## src/rtl/uart_rx_pkg.sv

```systemverilog
// Shared definitions for the UART receive path: FSM states, legal oversample
// settings, parity selectors and frame bit positions.
package uart_rx_pkg;

  typedef enum logic [2:0] {
    ST_IDLE,
    ST_START,
    ST_DATA,
    ST_PARITY,
    ST_STOP
  } rx_state_e;

  localparam int unsigned PRESC_8X  = 7;
  localparam int unsigned PRESC_16X = 15;
  localparam int unsigned PRESC_32X = 31;

  localparam logic PAR_EVEN = 1'b0;
  localparam logic PAR_ODD  = 1'b1;

  localparam logic [3:0] PARITY_BIT_IDX = 4'd9;
  localparam logic [3:0] STOP_BIT_IDX   = 4'd10;

  function automatic logic presc_legal(input int unsigned p);
    return (p == PRESC_8X) || (p == PRESC_16X) || (p == PRESC_32X);
  endfunction

  // Zero-extension of the payload does not change its parity.
  function automatic logic parity_bit(input logic [31:0] d, input logic ptype);
    return (^d) ^ (ptype == PAR_ODD);
  endfunction

endpackage

```

## src/rtl/uart_rx_edge_bit_counter.sv

```systemverilog
// Oversample tick counter (edge_count) and frame bit index (bit_count);
// the bit index advances each time the tick counter wraps at presc.
module uart_rx_edge_bit_counter #(
  parameter int unsigned PRESC_W = 5
) (
  input  logic               clk,
  input  logic               rst,
  input  logic               en,
  input  logic               clr,
  input  logic [PRESC_W-1:0] presc,
  output logic [PRESC_W-1:0] edge_count,
  output logic [3:0]         bit_count
);

  logic [PRESC_W-1:0] edge_q, edge_d;
  logic [3:0]         bit_q, bit_d;

  always_comb begin
    edge_d = edge_q;
    bit_d  = bit_q;
    if (clr) begin
      edge_d = '0;
      bit_d  = '0;
    end else if (en) begin
      if (edge_q == presc) begin
        edge_d = '0;
        bit_d  = bit_q + 4'd1;
      end else begin
        edge_d = edge_q + 1'b1;
      end
    end
  end

  always_ff @(posedge clk) begin
    if (rst) begin
      edge_q <= '0;
      bit_q  <= '0;
    end else begin
      edge_q <= edge_d;
      bit_q  <= bit_d;
    end
  end

  assign edge_count = edge_q;
  assign bit_count  = bit_q;

endmodule

```

## src/rtl/uart_rx_fsm.sv

```systemverilog
// UART receive frame controller: start detection, deserialisation (LSB first),
// parity/stop checking and single-cycle result flags.
module uart_rx_fsm
  import uart_rx_pkg::*;
#(
  parameter int unsigned DATA_WIDTH = 8,
  parameter int unsigned PRESC_W    = 5
) (
  input  logic                  clk,
  input  logic                  rst,
  input  logic                  rx_in,
  input  logic [PRESC_W-1:0]    prescale,
  input  logic                  parity_en,
  input  logic                  parity_type,
  input  logic                  sampled_bit,
  output logic                  dat_samp_en,
  output logic [PRESC_W-1:0]    edge_count,
  output logic [3:0]            bit_count,
  output logic [DATA_WIDTH-1:0] p_data,
  output logic                  data_valid,
  output logic                  par_err,
  output logic                  stp_err,
  output logic                  strt_glitch
);

  localparam int unsigned IDX_W = $clog2(DATA_WIDTH);

  rx_state_e             state_q, state_d;
  logic [PRESC_W-1:0]    presc_q, presc_d;
  logic                  par_en_q, par_en_d;
  logic                  par_type_q, par_type_d;
  logic [DATA_WIDTH-1:0] p_data_q, p_data_d;
  logic                  err_q, err_d;
  logic                  valid_q, valid_d;
  logic                  par_err_q, par_err_d;
  logic                  stp_err_q, stp_err_d;
  logic                  glitch_q, glitch_d;

  logic                  busy, decide, abort;
  logic [IDX_W-1:0]      idx;

  assign busy   = (state_q != ST_IDLE);
  assign decide = busy && (edge_count == presc_q);
  assign abort  = busy && (prescale != presc_q);
  assign idx    = IDX_W'(bit_count - 4'd1);

  always_comb begin
    state_d    = state_q;
    presc_d    = presc_q;
    par_en_d   = par_en_q;
    par_type_d = par_type_q;
    p_data_d   = p_data_q;
    err_d      = err_q;
    valid_d    = 1'b0;
    par_err_d  = 1'b0;
    stp_err_d  = 1'b0;
    glitch_d   = 1'b0;

    unique case (state_q)
      ST_IDLE: begin
        if (!rx_in && presc_legal(32'(prescale))) begin
          state_d    = ST_START;
          presc_d    = prescale;
          par_en_d   = parity_en;
          par_type_d = parity_type;
          err_d      = 1'b0;
        end
      end
      ST_START: begin
        if (decide) begin
          if (sampled_bit) begin
            glitch_d = 1'b1;
            state_d  = ST_IDLE;
          end else begin
            state_d = ST_DATA;
          end
        end
      end
      ST_DATA: begin
        if (decide) begin
          p_data_d[idx] = sampled_bit;
          if (bit_count == 4'(DATA_WIDTH)) begin
            state_d = par_en_q ? ST_PARITY : ST_STOP;
          end
        end
      end
      ST_PARITY: begin
        if (decide) begin
          if (sampled_bit != parity_bit(32'(p_data_q), par_type_q)) begin
            err_d = 1'b1;
          end
          state_d = ST_STOP;
        end
      end
      ST_STOP: begin
        if (decide) begin
          if (!sampled_bit) begin
            stp_err_d = 1'b1;
          end else if (err_q) begin
            par_err_d = 1'b1;
          end else begin
            valid_d = 1'b1;
          end
          state_d = ST_IDLE;
          err_d   = 1'b0;
        end
      end
      default: state_d = ST_IDLE;
    endcase

    // A prescale change mid-frame drops the frame silently, like reset.
    if (abort) begin
      state_d   = ST_IDLE;
      err_d     = 1'b0;
      valid_d   = 1'b0;
      par_err_d = 1'b0;
      stp_err_d = 1'b0;
      glitch_d  = 1'b0;
    end
  end

  always_ff @(posedge clk) begin
    if (rst) begin
      state_q    <= ST_IDLE;
      presc_q    <= '0;
      par_en_q   <= 1'b0;
      par_type_q <= PAR_EVEN;
      p_data_q   <= '0;
      err_q      <= 1'b0;
      valid_q    <= 1'b0;
      par_err_q  <= 1'b0;
      stp_err_q  <= 1'b0;
      glitch_q   <= 1'b0;
    end else begin
      state_q    <= state_d;
      presc_q    <= presc_d;
      par_en_q   <= par_en_d;
      par_type_q <= par_type_d;
      p_data_q   <= p_data_d;
      err_q      <= err_d;
      valid_q    <= valid_d;
      par_err_q  <= par_err_d;
      stp_err_q  <= stp_err_d;
      glitch_q   <= glitch_d;
    end
  end

  uart_rx_edge_bit_counter #(
    .PRESC_W(PRESC_W)
  ) u_cnt (
    .clk       (clk),
    .rst       (rst),
    .en        (busy),
    .clr       (state_d == ST_IDLE),
    .presc     (presc_q),
    .edge_count(edge_count),
    .bit_count (bit_count)
  );

  assert property (@(posedge clk) disable iff (rst) bit_count <= STOP_BIT_IDX);
  assert property (@(posedge clk) disable iff (rst)
                   (state_q == ST_PARITY) |-> (bit_count == PARITY_BIT_IDX));

  assign dat_samp_en = busy;
  assign p_data      = p_data_q;
  assign data_valid  = valid_q;
  assign par_err     = par_err_q;
  assign stp_err     = stp_err_q;
  assign strt_glitch = glitch_q;

endmodule
```

## config.mk

```make
export PLATFORM = sky130hd
export DESIGN_NAME = uart_rx_fsm
export DESIGN_NICKNAME = d
export VERILOG_FILES = /design/src/rtl/uart_rx_pkg.sv /design/src/rtl/uart_rx_edge_bit_counter.sv /design/src/rtl/uart_rx_fsm.sv
export SDC_FILE = /design/constraint.sdc
export NUM_CORES = 1
export LEC_CHECK = 0
export ABC_AREA = 1
export CORE_ASPECT_RATIO = 1.5
export CORE_MARGIN = 2
export CORE_UTILIZATION = 52
export CTS_CLUSTER_SIZE = 40
export DETAILED_ROUTE_END_ITERATION = 8
export HOLD_SLACK_MARGIN = 0.15
export PLACE_DENSITY = 0.85
export SLEW_MARGIN = 40
export SYNTH_ARGS = -nofsm -noshare
export SYNTH_HDL_FRONTEND = slang
export SYNTH_SLANG_ARGS = --single-unit
```

## constraint.sdc

```tcl
create_clock -name clk -period 2.06 [get_ports clk]
set_input_delay 0.206 -clock clk [delete_from_list [all_inputs] [get_ports clk]]
set_output_delay 0.206 -clock clk [all_outputs]
set_load 0.1 [all_outputs]
```

Word-level counts from Yosys, hierarchy flattened
Index checks and enable logic that the tools add are counted.
{ "word_totals": {"output_inout_bits": 22, "register_bits": 32, "wordCells": 81} }
{ "classes": {"n_bitwise": 5, "n_addsub": 3, "n_reduce_logical": 21, "n_eq_ne": 15, "magnitude_cmp": 2, "mux": 23} }
{ "ops": {"columns": ["op", "n"], "rows": [
  ["32-bit XOR reduction", 1],
  ["3-bit 2-to-1 mux", 8],
  ["3-bit one-hot mux with 5 select lines", 1],
  ["1-bit 2-to-1 mux", 9],
  ["8-bit bitwise mux", 1],
  ["2-bit != test, second input constant", 4],
  ["4-bit OR reduction", 2],
  ["3-bit by 2-bit == test with 1-bit output, second input constant", 2],
  ["3-bit zero test", 2],
  ["2-bit AND reduction", 3],
  ["3-bit nonzero test", 2],
  ["5-bit by 1-bit adder with 5-bit output, second input constant", 1],
  ["5-bit by 3-bit == test with 1-bit output, second input constant", 1],
  ["5-bit by 4-bit == test with 1-bit output, second input constant", 1],
  ["5-bit == test", 1],
  ["5-bit == test, second input constant", 1],
  ["5-bit 2-to-1 mux", 1],
  ["5-bit != test", 1],
  ["5-bit AND reduction", 1],
  ["5-bit OR reduction", 1],
  ["4-bit by 1-bit adder with 4-bit output, second input constant", 1],
  ["4-bit == test, second input constant", 1],
  ["1-bit logical AND", 4],
  ["3-bit by 4-bit less-than comparator with 1-bit output, second input constant", 1],
  ["13 further kinds", 18]
]} }

Logic depth before layout (Yosys ltp)
Gate-level depths: netlist of the first run.
{ "logic_depth": {"word_depth": 9, "mapped_depth": 14, "ltp_nobuf": 14} }

Modules after synthesis
A second synthesis of the first run with hierarchy kept.
{ "unflattened": {"cells_unflattened": 291, "area_unflattened_um2": 1946.9} }
{ "modules_own_cells": {"columns": ["mod", "area_each_um2", "instances", "cells_per_inst"], "rows": [
  ["uart_rx_fsm", 1366.3, 1, 205],
  ["uart_rx_edge_bit_counter", 580.6, 1, 86]
]} }

Worst setup path before layout of the first run
OpenSTA, ideal clock, no wires.
{ "synth_timing": {"kind": "register -> register", "start": "reg u_cnt.bit_q[0] (netlist: u_cnt.bit_count[0])", "end": "reg p_data_q[4] (netlist: p_data[4])", "stages_incl_launch_ff": 8, "synth_period_minus_slack_ps": 2398, "setup_slack_ps": -338, "path_buffers": 0, "required_ps": 1989, "t_arrival_ps": 2327, "path_cell_list": "dfxtp_1 > inv_1 > ha_1 > xnor2_1 > or2_2 > nor2_1 > o21ai_0 > a21oi_1"} }
{ "synth_between": {"elab_chain_len": 6, "elab_cells_between_ends": 7} }
{ "synth_rtl": {"columns": ["element", "line", "text"], "rows": [
  ["from (decl)", "uart_rx_edge_bit_counter.sv:16", "logic [3:0] bit_q, bit_d;"],
  ["from (signal assigned)", "uart_rx_edge_bit_counter.sv:40", "bit_q <= bit_d;"],
  ["3-bit by 1-bit subtractor with 3-bit output *", "uart_rx_fsm.sv:45", "assign idx = IDX_W'(bit_count - 4'd1);"],
  ["named net idx[0]", "uart_rx_fsm.sv:40", "logic [IDX_W-1:0] idx;"],
  ["3-bit by 4-bit less-than comparator with 1-bit output (not written as such) or 3-bit by 1-bit greater-or-equal comparator with 1-bit output (tied branches)", "uart_rx_fsm.sv:81", "p_data_d[idx] = sampled_bit;"],
  ["1-bit logical AND (not written as such)", "uart_rx_fsm.sv:81", null],
  ["1-bit 2-to-1 mux (not written as such)", "uart_rx_fsm.sv:81", null],
  ["1-bit demux with 3-bit select *", "uart_rx_fsm.sv:81", null],
  ["8-bit bitwise mux *", "uart_rx_fsm.sv:81", null],
  ["to (signal assigned)", "uart_rx_fsm.sv:139", "p_data_q <= p_data_d;"],
  ["to (decl)", "uart_rx_fsm.sv:32", "logic [DATA_WIDTH-1:0] p_data_q, p_data_d;"]
]} }
The timed path passes the listed nets; every way through them passes the cells marked *.
A chain may end at the register's enable or synchronous reset.

Worst setup path after layout of the first run
{ "layout_timing": {"start": "reg presc_q[3]", "end": "reg u_cnt.edge_q[0] (netlist: u_cnt.edge_count[0])"} }
{ "layout_between": {"elab_chain_len": 7, "elab_cells_between_ends": 13} }
{ "layout_rtl": {"columns": ["element", "line", "text"], "rows": [
  ["from (decl)", "uart_rx_fsm.sv:29", "logic [PRESC_W-1:0] presc_q, presc_d;"],
  ["from (signal assigned)", "uart_rx_fsm.sv:136", "presc_q <= presc_d;"],
  ["5-bit == test", "uart_rx_edge_bit_counter.sv:25, uart_rx_fsm.sv:43", null],
  ["1-bit logical AND", "uart_rx_fsm.sv:43", "assign decide = busy && (edge_count == presc_q);"],
  ["3-bit 2-to-1 mux (on tied branches)", null, null],
  ["3-bit one-hot mux with 5 select lines", "uart_rx_fsm.sv:59", "unique case (state_q)"],
  ["3-bit 2-to-1 mux", "uart_rx_fsm.sv:112", "if (abort) begin"],
  ["3-bit zero test", "uart_rx_fsm.sv:154", ".clr (state_d == ST_IDLE),"],
  ["2-bit OR reduction (no line)", null, null],
  ["to (signal assigned)", "uart_rx_edge_bit_counter.sv:39", "edge_q <= edge_d;"],
  ["to (decl)", "uart_rx_edge_bit_counter.sv:15", "logic [PRESC_W-1:0] edge_q, edge_d;"]
]} }
Several ways; a longest one is shown, not always the timed one.

==> flow_summary_export.csv, run 1 <==
group,metric,value,unit
yosys,yosysSeqAreaShare,34.8,%
worst_setup_path,r2r-start,"presc_q[3]",
final_layout,areaGrowthSynthToFinish,25.1,%
global_routing,grt_pass1_vias,1693,
die,rows,26,
placed_design,placed_area,0.00219,mm2
clock_network,clock_sinks,32,
global_routing,antenna_found_initial,0,
clock_network,path_clk_slew,0.07,ns
timing,rsz0062_at_grt,"no",
min_path,hold-path-endpoint,"data_valid",
die,dieArea,0.00404,mm2
yosys,syn_avg_cell_area,6.82,um2
run,maxCapViolations,0,
clock_network,cts_resized,0,
global_routing,overflow,0,
clock_network,h-tree-depth,2,
power_and_ir_drop,power.leakage,1.17,nW
die,dieWidth,52.6,um
yosys,yosysTopAreaCellShare,34.8,%
worst_setup_path,arrival,1.97,ns
final_layout,finalNetCount,325,
die,start_util,54.4,%
timing,hold_viol_final,0,
yosys,syn-num-nets,285,
drt,remaining_drc_errors,0,
timing,worstMarginPinSlew,0.415,ns
yosys,syn_area,0.00184,mm2
worst_setup_path,reg2reg_setup_slack,0.28,ns
timing,max_freq,0.562,GHz
placed_design,port_buffers,32,
clock_network,cts_tree,"yes",
timing,slew_violations,0,
placed_design,dpl.hpwl,3130,um
power_and_ir_drop,powerDensity,585,mW/mm2
global_routing,grt_max_degree,12,
drt,totalWireLength,4090,um
placed_design,place_congestion,0.892,
clock_network,insertion_delay,0.29,ns
global_routing,grt_pass1_wl,6930,um
clock_network,cts-root-buf,"clkbuf_8",
final_layout,drive_gt1_share,19.3,%
global_routing,track_usage,22.7,%
status,outcome,"finished clean",
yosys,synthCells,270,
die,die_y,76.9,um
yosys,synth.most_common_cell,"nand2_1",
yosys,ys_ff_latch,32,
yosys,yosys_warnings,0,
power_and_ir_drop,vdd_drop_max,0.420,mV
drt,via_per_inst,4.94,
drt,vias,1745,
timing,fin_crit,1.78,ns
die,ios,33,
yosys,yosys-top-cells-area,"dfxtp_1 (35%), nand2_1 (13%), inv_1 (9.4%)",
die,core,0.00338,mm2
timing,max_slew_margin,72.3,%
min_path,hp-class,"reg -> reg",
worst_setup_path,critical_path.max_fanout,10,
min_path,hold_start,"err_q",
final_layout,stdcell_area,0.00230,mm2
worst_setup_path,worstPathRequired,2.25,ns
timing,setup_viol,0,
worst_setup_path,r2r_end,"u_cnt.edge_count[0]",
yosys,synthTopCellsByCount,"nand2_1 (64), inv_1 (46), dfxtp_1 (32)",
yosys,synth_cell_types,25,
final_layout,fillers,295,
drt,ant_nets,0,
worst_setup_path,startpoint_type,"flop",
clock_network,cts_buffers,5,
drt,dr.pass1.iters,4,
final_layout,antenna_cells,0,
timing,fin_skew,0.00544,ns
worst_setup_path,cp-end-kind,"flop",
min_path,worstHoldPathCells,1,
yosys,synthFlopType,"dfxtp_1",
timing,timing.final.crit_share,86.4,%
yosys,synth_edf_count,0,
yosys,async_flop_share,0,%
drt,drt_iter0_markers,42,
timing,setup_tns,0,ns
timing,holdWs,0.425,ns
worst_setup_path,path_class,"reg -> reg",
drt,wire_per_inst,11.6,um
worst_setup_path,ff2ff_path_depth,13,
clock_network,cts_buffer_depth,2,
yosys,synth_largest_area_cell,"dfxtp_1",
clock_network,postCtsSetupBuffers,0,
final_layout,finalCoreUtilization,68.1,%
clock_network,postCtsHoldBufs,0,
## metal layers
layer | vias up | global-route usage [%] | share of wire, %
met5 | - | 0 | 0
met1 | 783 | 23.3 | 40
met2 | 43 | 41.6 | 53
met3 | 10 | 4.67 | 4.3
li1 | 909 | - | -
met4 | 0 | 10.5 | 2.7
## kinds of logic after synthesis
kind of cell               synth area share [%]
adders and majority gates                  2.72
DFF                                        34.8
and+or+nand+nor                            34.4
buffers and inverters                      10.9
xor gates and xnor gates                   8.56
AOI/OAI and AO/OA                          8.56
## power breakdown
part	leakage (nW)	switching (mW)	total, mW	internal, mW
Clock	0.0541	0.236	0.594	0.358
Sequential	0.262	0.00655	0.631	0.625
Combinational	0.857	0.0731	0.122	0.0487
Total	1.17	0.316	1.35	1.03
## worst max path at each step
stage	slack [ns]	start	cells after the start	end
after floorplan	0.01	u_cnt.bit_count[3]	10	u_cnt.bit_count[0]
after global placement	0.23	prescale[2]	8	par_type_q
after detailed placement	0.20	prescale[2]	11	u_cnt.edge_count[0]
after CTS	0.26	presc_q[3]	13	u_cnt.edge_count[0]
after global routing	0.08	presc_q[3]	13	u_cnt.edge_count[0]
final	0.28	presc_q[3]	13	u_cnt.edge_count[0]
## critical path, stage by stage, from the launching register on
cell     delay (ns)
dfxtp_1        0.45
inv_1          0.06
nand2_1        0.10
nand2_4        0.05
nor2_2         0.14
nand3_4        0.17
nor2_8         0.21
nand2_2        0.06
nand2_1        0.05
nand2_1        0.06
nand2_2        0.08
nand3_4        0.12
nand2_1        0.09
inv_1          0.04
## placed cells by master, fill, tap and decap left out, drive strengths merged
cell type and count:
dfxtp 32, clkdlybuf4s50 10, bufinv 1, a21oi 15
or2 2, nand3 16, nor4 1, clkinvlp 1
nor2 34, clkinv 1, buf 24, clkbuf 5
xnor2 7, nor3 4, inv 52, nand3b 1
nand2 69, ha 4, nand4 5, o21ai 15
xor2 11, o21a 1
## state kept, by name, indices dropped and copies added (netlist names), 3 cells and up
register / flops
state_q: 3
u_cnt.edge_count: 5
presc_q: 5
u_cnt.bit_count: 4
p_data: 8
## final cells by class
type | count | area, um2 | area share [%]
multi-input combinational | 185 | 1000 | 43.4
sequential | 32 | 649 | 28.2
timing repair buffer | 34 | 293 | 12.7
inverter | 52 | 198 | 8.58
clock buffer | 5 | 68.8 | 2.99
tap | 42 | 52.6 | 2.28
clock inverter | 3 | 42.5 | 1.85
## metrics by stage
step,instances,worst slack (ns),total power [mW]
global placement,345,0.234,0.764
CTS,353,0.264,1.35
finish,353,0.281,1.35
detailed placement,345,0.200,0.765
floorplan,270,0.0149,0.719
global route,353,0.0846,1.39
(Power assumes the default switching activity.)
==> run 2, diff against run 1 <==
- CTS_CLUSTER_DIAMETER: unset -> 50
- RECOVER_POWER: unset -> 25
==> run 2 against run 1 <==
Against the previous run:
- via count increased by 0.11%
- clock-buffer cell count stayed put
- sequential power hardly changed
- cell count unchanged
- maximum frequency barely moved
- global-route usage is the same
- core utilization is 1.4 points lower
- clock power about the same
- critical path depth unchanged
- non-clock buffer count stayed put
- hold slack about the same
- critical endpoint unchanged
- highest routed layer unchanged
==> flow_summary_export.csv, run 2 (synthesis gave the netlist of run 1 again) <==
group,metric,value,unit
run,maxCapViolations,0,
timing,timing.final.crit_share,86.4,%
worst_setup_path,critical_path.max_fanout,10,
clock_network,h-tree-depth,2,
drt,dr.pass1.iters,5,
worst_setup_path,arrival,1.97,ns
clock_network,cts_buffer_depth,2,
power_and_ir_drop,vdd_drop_max,0.419,mV
drt,drt_iter0_markers,47,
clock_network,cts_resized,0,
final_layout,fillers,304,
worst_setup_path,path_class,"reg -> reg",
final_layout,final_common_cell,"nand2_1",
drt,via_per_inst,4.95,
status,outcome,"finished clean",
final_layout,final_cell_mix,"nand2_1 (64), inv_1 (46), nor2_1 (28)",
clock_network,path_clk_slew,0.07,ns
worst_setup_path,cp-startpoint,"presc_q[3]",
placed_design,dpl.hpwl,3130,um
die,dieArea,0.00404,mm2
timing,worstMarginPinSlew,1.16,ns
power_and_ir_drop,powerDensity,596,mW/mm2
power_and_ir_drop,internal_power,1.03,mW
final_layout,finalCoreUtilization,66.7,%
power_and_ir_drop,switchingPower,314,uW
placed_design,place_congestion,0.892,
power_and_ir_drop,p_clk_share,44.0,%
worst_setup_path,critPathMaxStageDelay,0.45,ns
placed_design,placed_area,0.00219,mm2
drt,remaining_drc_errors,0,
worst_setup_path,crit_slowest_cell,"dfxtp_1",
clock_network,cts_tree,"yes",
clock_network,insertion_delay,0.29,ns
power_and_ir_drop,power.leakage,1.12,nW
die,core,0.00338,mm2
power_and_ir_drop,pwr-share-seq,46.9,%
timing,max_freq,0.562,GHz
power_and_ir_drop,swShare,23.4,%
final_layout,largest_reg_flops,8,
worst_setup_path,cpMostUsedCell,"nand2_1",
clock_network,postCtsHoldBufs,0,
drt,wire_per_inst,11.6,um
global_routing,grt_pass1_wl,6930,um
drt,ant_nets,0,
die,die_y,76.9,um
final_layout,antenna_cells,0,
worst_setup_path,r2r-start,"presc_q[3]",
clock_network,clock_sinks,32,
timing,holdWs,0.425,ns
min_path,hp-class,"reg -> reg",
worst_setup_path,cp-end-kind,"flop",
timing,setup_tns,0,ns
global_routing,grt_pass1_vias,1693,
worst_setup_path,worstPathRequired,2.25,ns
timing,rsz0062_at_grt,"no",
drt,totalWireLength,4090,um
timing,fin_skew,0.00564,ns
power_and_ir_drop,total_power,1.34,mW
placed_design,port_buffers,32,
timing,setup_viol,0,
global_routing,antenna_found_initial,0,
final_layout,drive_gt1_share,15.8,%
die,start_util,54.4,%
global_routing,grt_max_degree,12,
global_routing,track_usage,22.7,%
worst_setup_path,timing.critical_path.buf_inv,2,
global_routing,overflow,0,
die,ios,33,
die,dieWidth,52.6,um
final_layout,stdcell_area,0.00226,mm2
worst_setup_path,crit_path_cell_trace,"inv_1 > nand2_1 > nand2_4 > nor2_2 > nand3_4 > nor2_8 > nand2_2 > nand2_1 > nand2_1 > nand2_2 > nand3_4 > nand2_1 > inv_1",
worst_setup_path,cp_top_family,"simple AND/OR/NAND/NOR gates",
timing,max_slew_margin,22.9,%
drt,vias,1747,
clock_network,postCtsSetupBuffers,0,
final_layout,seqCellArea,649,um2
final_layout,areaGrowthSynthToFinish,22.6,%
clock_network,cts-root-buf,"clkbuf_8",
power_and_ir_drop,combinationalPowerShare,9.1,%
min_path,hold_start,"err_q",
clock_network,cts_buffers,5,
final_layout,finalNetCount,325,
timing,slew_violations,0,
timing,fin_crit,1.78,ns
die,rows,26,
worst_setup_path,startpoint_type,"flop",
timing,hold_viol_final,0,
final_layout,multi_input_area,1000,um2
run 2: changes by cell type in the layout (fill, tap and decap cells not counted), sizes merged:
cell / before / now
buf: 24 / 11
clkbuf: 5 / 18
run 2: layer usage:
metal	GRT usage, %	routed length, um	up-vias
met3	4.67	178	10
met2	41.6	2120	43
met1	23.3	1690	785
li1	-	-	909
met5	0	0	-
met4	10.5	108	0
run 2: cell type report:
| type | instances | area share, % |
|---|---|---|
| flip-flops and latches | 32 | 28.8 |
| well taps | 42 | 2.33 |
| multi-input cells | 185 | 44.3 |
| clock buffers | 5 | 3.05 |
| clock inverters | 3 | 1.88 |
| repair buffers | 34 | 10.9 |
| inverters | 52 | 8.76 |
run 2: metrics by stage:
step / instances / worst slack [ns]
floorplan: 270 / 0.0149
global placement: 345 / 0.234
detailed placement: 345 / 0.200
CTS: 353 / 0.264
global route: 353 / 0.0846
finish: 353 / 0.279
run 2: final timing paths:
path	depth (start not counted)	slack (ns)	end
max	13	0.28	u_cnt.edge_count[0]
min	1	0.42	data_valid
max reg2reg	13	0.28	u_cnt.edge_count[0]
min reg2reg	1	0.42	data_valid
run 2: worst register-to-register path, cell delays in order, from the launching register on:
cell	delay (ns)
dfxtp_1	0.45
inv_1	0.07
nand2_1	0.10
nand2_4	0.05
nor2_2	0.14
nand3_4	0.17
nor2_8	0.21
nand2_2	0.06
nand2_1	0.05
nand2_1	0.06
nand2_2	0.08
nand3_4	0.12
nand2_1	0.09
inv_1	0.04
run 2: power by group through the flow:
stage	sequential, mW	combinational, mW	clock [mW]
after global placement	0.645	0.119	0
after detailed placement	0.645	0.120	0
after global routing	0.631	0.134	0.626
final	0.631	0.122	0.592
after floorplan	0.645	0.0739	0
after CTS	0.631	0.122	0.599
==> run 3, diff against run 2 <==
- SLEW_MARGIN: 40 -> 15
==> results of run 3 <==
No change in the layout: final DEF, timing and power equal those of run 2.
